## config.mk

```make
export PLATFORM = sky130hd
export DESIGN_NAME = regfile_dbg_arbiter
export DESIGN_NICKNAME = d
export VERILOG_FILES = /design/src/rtl/regfile_dbg_arbiter_pkg.sv /design/src/rtl/regfile_dbg_arbiter.sv
export SDC_FILE = /design/constraint.sdc
export NUM_CORES = 1
export LEC_CHECK = 0
export BUFFER_PORTS_ARGS = -buffer_cell sky130_fd_sc_hd__buf_4
export CORE_ASPECT_RATIO = 0.5
export CORE_MARGIN = 5
export CORE_UTILIZATION = 44
export DETAILED_ROUTE_END_ITERATION = 12
export PLACE_DENSITY = 0.81
export SKIP_CTS_REPAIR_TIMING = 1
export SLEW_MARGIN = 20
export SYNTH_ARGS = -nofsm -noshare
export SYNTH_HDL_FRONTEND = slang
export SYNTH_SLANG_ARGS = --single-unit
```

## constraint.sdc

```tcl
create_clock -name clk -period 1.7 [get_ports clk]
set_input_delay 0.085 -clock clk [delete_from_list [all_inputs] [get_ports clk]]
set_output_delay 0.085 -clock clk [all_outputs]
set_load 0.02 [all_outputs]
```

## src/rtl/regfile_dbg_arbiter_pkg.sv

```systemverilog
// Shared encodings for the register-bank debug arbiter: FSM state codes,
// the hard-wired zero register index and a state-ownership helper.
package regfile_dbg_arbiter_pkg;

    localparam logic [2:0] DBG_ST_RUN      = 3'd0;
    localparam logic [2:0] DBG_ST_DRAIN    = 3'd1;
    localparam logic [2:0] DBG_ST_HALTED   = 3'd2;
    localparam logic [2:0] DBG_ST_ACCESS   = 3'd3;
    localparam logic [2:0] DBG_ST_ACK      = 3'd4;
    localparam logic [2:0] DBG_ST_WAIT_LOW = 3'd5;

    localparam logic [4:0] REG_ZERO = 5'd0;

    // True in every state where the host, not the pipeline, owns the bank.
    function automatic logic dbg_owns_bank(input logic [2:0] st);
        return (st == DBG_ST_HALTED) || (st == DBG_ST_ACCESS) ||
               (st == DBG_ST_ACK)    || (st == DBG_ST_WAIT_LOW);
    endfunction

endpackage

```

## src/rtl/regfile_dbg_arbiter.sv

```systemverilog
// Hands the register bank ports to a debug host after halting and draining the pipeline.
// Host writes exist only when DBG_REGFILE_WRITE_EN is defined; otherwise every access is a read.
module regfile_dbg_arbiter
    import regfile_dbg_arbiter_pkg::*;
#(
    parameter int DRAIN_CYCLES = 4
) (
    input  logic        clk,
    input  logic        reset,
    input  logic        i_dbg_halt_req,
    input  logic        i_dbg_resume,
    input  logic        i_dbg_req,
    input  logic        i_dbg_we,
    input  logic [4:0]  i_dbg_addr,
    input  logic [31:0] i_dbg_wdata,
    output logic        o_dbg_ack,
    output logic [31:0] o_dbg_rdata,
    output logic        o_dbg_halted,
    output logic        o_dbg_wb_conflict,
    output logic        o_pipe_stall,
    input  logic [4:0]  i_id_rs,
    input  logic [4:0]  i_id_rt,
    input  logic        i_wb_reg_write,
    input  logic [4:0]  i_wb_write_register,
    input  logic [31:0] i_wb_write_data,
    output logic [4:0]  o_rf_read_register_1,
    output logic [4:0]  o_rf_read_register_2,
    output logic        o_rf_write_enable,
    output logic [4:0]  o_rf_write_register,
    output logic [31:0] o_rf_write_data,
    input  logic [31:0] i_rf_read_data_1
);

    localparam int CNT_W = (DRAIN_CYCLES > 1) ? $clog2(DRAIN_CYCLES) : 1;
    localparam logic [CNT_W-1:0] CNT_LOAD = CNT_W'(DRAIN_CYCLES - 1);

`ifdef DBG_REGFILE_WRITE_EN
    localparam logic HOST_WRITE_EN = 1'b1;
`else
    localparam logic HOST_WRITE_EN = 1'b0;
`endif

    logic [2:0]       r_state;
    logic [2:0]       w_state_next;
    logic [CNT_W-1:0] r_cnt;
    logic [CNT_W-1:0] w_cnt_next;
    logic [4:0]       r_addr;
    logic             r_we;
    logic [31:0]      r_wdata;
    logic [31:0]      r_rdata;
    logic             r_stall;
    logic             r_halted;
    logic             r_conflict;
    logic             w_owns;
    logic             w_dbg_we;
    logic             w_host_write;

    always_comb begin
        w_state_next = r_state;
        w_cnt_next   = r_cnt;
        case (r_state)
            DBG_ST_RUN: begin
                if (i_dbg_halt_req) begin
                    w_state_next = DBG_ST_DRAIN;
                    w_cnt_next   = CNT_LOAD;
                end
            end
            DBG_ST_DRAIN: begin
                if (r_cnt == '0) begin
                    w_state_next = DBG_ST_HALTED;
                end else begin
                    w_cnt_next = r_cnt - 1'b1;
                end
            end
            DBG_ST_HALTED: begin
                if (i_dbg_req) begin
                    w_state_next = DBG_ST_ACCESS;
                end else if (i_dbg_resume && !i_dbg_halt_req) begin
                    w_state_next = DBG_ST_RUN;
                end
            end
            DBG_ST_ACCESS:   w_state_next = DBG_ST_ACK;
            DBG_ST_ACK:      w_state_next = DBG_ST_WAIT_LOW;
            DBG_ST_WAIT_LOW: begin
                if (!i_dbg_req) begin
                    w_state_next = DBG_ST_HALTED;
                end
            end
            default:         w_state_next = DBG_ST_RUN;
        endcase
    end

    assign w_owns       = dbg_owns_bank(r_state);
    assign w_dbg_we     = r_we & HOST_WRITE_EN;
    assign w_host_write = (r_state == DBG_ST_ACCESS) && w_dbg_we && (r_addr != REG_ZERO);

    // Enable is gated by reset so an aborted access can never commit at the reset edge.
    assign o_rf_read_register_1 = w_owns ? r_addr : i_id_rs;
    assign o_rf_read_register_2 = i_id_rt;
    assign o_rf_write_enable    = reset && (w_owns ? w_host_write : i_wb_reg_write);
    assign o_rf_write_register  = w_owns ? r_addr  : i_wb_write_register;
    assign o_rf_write_data      = w_owns ? r_wdata : i_wb_write_data;

    assign o_dbg_ack         = (r_state == DBG_ST_ACK);
    assign o_dbg_rdata       = r_rdata;
    assign o_dbg_halted      = r_halted;
    assign o_dbg_wb_conflict = r_conflict;
    assign o_pipe_stall      = r_stall;

    always_ff @(posedge clk) begin
        if (!reset) begin
            r_state    <= DBG_ST_RUN;
            r_cnt      <= '0;
            r_addr     <= REG_ZERO;
            r_we       <= 1'b0;
            r_wdata    <= '0;
            r_rdata    <= '0;
            r_stall    <= 1'b0;
            r_halted   <= 1'b0;
            r_conflict <= 1'b0;
        end else begin
            r_state  <= w_state_next;
            r_cnt    <= w_cnt_next;
            r_stall  <= (w_state_next != DBG_ST_RUN);
            r_halted <= dbg_owns_bank(w_state_next);
            if (r_state == DBG_ST_HALTED && i_dbg_req) begin
                r_addr  <= i_dbg_addr;
                r_we    <= i_dbg_we;
                r_wdata <= i_dbg_wdata;
            end
            if (r_state == DBG_ST_ACCESS && !w_dbg_we) begin
                r_rdata <= i_rf_read_data_1;
            end
            if (w_owns && i_wb_reg_write) begin
                r_conflict <= 1'b1;
            end
        end
    end

endmodule

```

==> metrics <==
run status=completed; NumNets Final=798; Crit path largest cell delay=370 ps; Layout fillers=about 700; die height=73.55 µm; Final Util=0.6875; boundary pin count=207; cts bufs inserted=9; Hold Fails Final Rpt=0; number of synthesized register bits=77; Total Routing Usage GR=0.1870; Setup crit start kind=flip-flop; Worst Setup Slack, final=76.95 ps; Vias=approximately 3700; commonest non-fill, non-tap cell in the layout=nand2_1; Psw=1.325 mW; initial antenna violation count=0; top cell type's share of synthesized area=0.4338; Setup-failing EPs final=0; final critical-path required period=1623 ps; vias in the first global route=3311; Syn Inst Count=~490; internal power=3.475 mW; Worst-path clk slew=50 ps; CP max FO=11; final slew viol count=0; n_diodes=0; CP cell instances=nand2b_4, and2_4, clkbuf_16, nand2_1, nand2_1, buf_4; critical path data arrival time=about 1500 ps; post-synthesis sequential area ratio=0.4338; most frequent cells in the layout=nand2_1, buf_4, dfxtp_1; sw frac=0.2760; Clk pwr share=0.352; M1 wire length=between 4000 and 5000 µm; Congestion Overflow GR=0; HPWL after DPL=7150 µm; Port Buffers=195; row cnt=23; Setup crit end kind=output port; drt drc=0; TritonCTS clock tree=yes; CTS H-tree lvls=3; Clock Latency Late Sink=330 ps; share of power burned in registers=0.400; DRT antenna net count=0; PwrDens=roughly 900 nW/µm²; Yosys cell types=32; Vias/cell=4.668; DRT Pass-1 Iters=5; Worst Skew=4.482 ps; top sig layer=met4; final RePlAce weighted congestion=~0.77; Syn Area/Cell=7.312 µm²; reg2reg start=r_cnt[0]; Max-Cap Viols=0; share of layout cells above drive strength 1=0.3407; Leakage=2.538 nW; clk sinks=77; hold_sp=i_dbg_wdata[17]; DR WL met3=~590 µm; synthesized net count=610; pre-CTS setup slack=140.9 ps; pin count of the biggest net entering global routing=53; critical path type=reg -> out; post-DR wirelength/cell=13.25 µm; first-pass GRT wire length=15030 µm; WL final=10470 µm; Hold WC Path Type=in -> reg; Fin Hold WS=1.952 ps; Final TNS setup=0 ps; most frequent CP cell=nand2_1; Die W=137.1 µm; met2 wire length=5515 µm; Tcrit/Tclk final=0.9547; Synth warnings=0; Crit. Startpoint=r_state[1]; Crit path required time=1620 ps; main area contributors after synthesis=dfxtp_1, nand2_1, a21boi_0; Area Overhead vs Synth=53.66%; Slew headroom=0.7010; Starting DRT DRC Count=196; clock root buffer=clkbuf_16; die area=10080 µm²; clock tree buffer depth=2; top cell type by total area after synthesis=dfxtp_1; Initial Util=0.4474; VDD IR-drop max=0.5056 mV; Fmax achieved=around 0.6 GHz; synthesized area=3553 µm²; Critical-path top delay cell=dfxtp_2; Logic pwr share=0.248; Core Area=7943 µm²; Slew @ Worst Pin=448.6 ps
-- power groups by stage --
stage	Clock, mW	Combinational [mW]	Sequential (mW)
final	1.69	1.19	1.92
after floorplan	0	0.598	1.97
after global placement	0	1.10	1.96
after global routing	1.82	1.29	1.93
after detailed placement	0	1.11	1.96
after CTS	1.73	1.11	1.92
-- Yosys cell counts (all sizes together) --
library cell	instances
nor2	5
and3	1
nand2b	3
o211a	2
o32a	1
or3	1
nor3b	2
and3b	1
a21oi	3
or2	2
inv	3
nand2	263
a2111oi	1
a21boi	69
and2	1
dfxtp	77
or3b	1
a31oi	1
buf	29
o21bai	1
clkbuf	11
ha	1
nor2b	1
nand3b	1
nor3	1
nand3	2
o21a	1
mux2i	1
-- kinds of logic after synthesis --
group	synth area share
compound gates	0.1722
fa+ha+maj	0.003521
buf+inv	0.06972
flops	0.4338
mux	0.002817
simple gates	0.3180
-- layout make-up --
class | count | area [µm²] | share of cell area
inverters | 3 | 11.26 | 0.002062
repair buffers | 217 | 1720 | 0.3151
clock buffers | 13 | 250.2 | 0.04583
flip-flops and latches | 77 | 1548 | 0.2835
multi-input cells | 366 | 1780 | 0.3261
clock inverters | 2 | 10.01 | 0.001833
well taps | 112 | 140.1 | 0.02566
-- worst paths after layout --
kind,depth (start not counted),endpoint,slack [ps]
setup / recovery,6,o_rf_write_data[25],80
hold / removal,3,r_wdata[17],2
setup reg to reg,7,o_pipe_stall,190
hold reg to reg,2,r_wdata[7],450
-- state kept, by name (all words and copies together), names as in the netlist --
name               flops
o_dbg_halted           1
o_dbg_rdata           32
r_cnt                  2
o_dbg_wb_conflict      1
r_state                3
r_addr                 5
o_pipe_stall           1
r_wdata               32
-- metal layers --
layer	global-route usage	vias to the layer above
met3	0.07045	21
li1	-	1900
met4	0.06084	0
met2	0.3494	87
met1	0.1962	1680
met5	0	-
-- stage by stage --
step,cell area (µm²),power [mW],std cells
after floorplan,3553,2.568,486
after global placement,5055,3.051,765
after detailed placement,5055,3.071,765
after CTS,5315,4.767,780
after global routing,5460,5.032,790
final,5460,4.800,790
-- worst max-delay path, delay by kind of cell (launching register included) --
| family | cells | cell delay [ps] |
|---|---|---|
| flops | 1 | 370 |
| buf+inv | 2 | 330 |
| simple gates | 4 | 500 |
(Power assumes the default switching activity.)
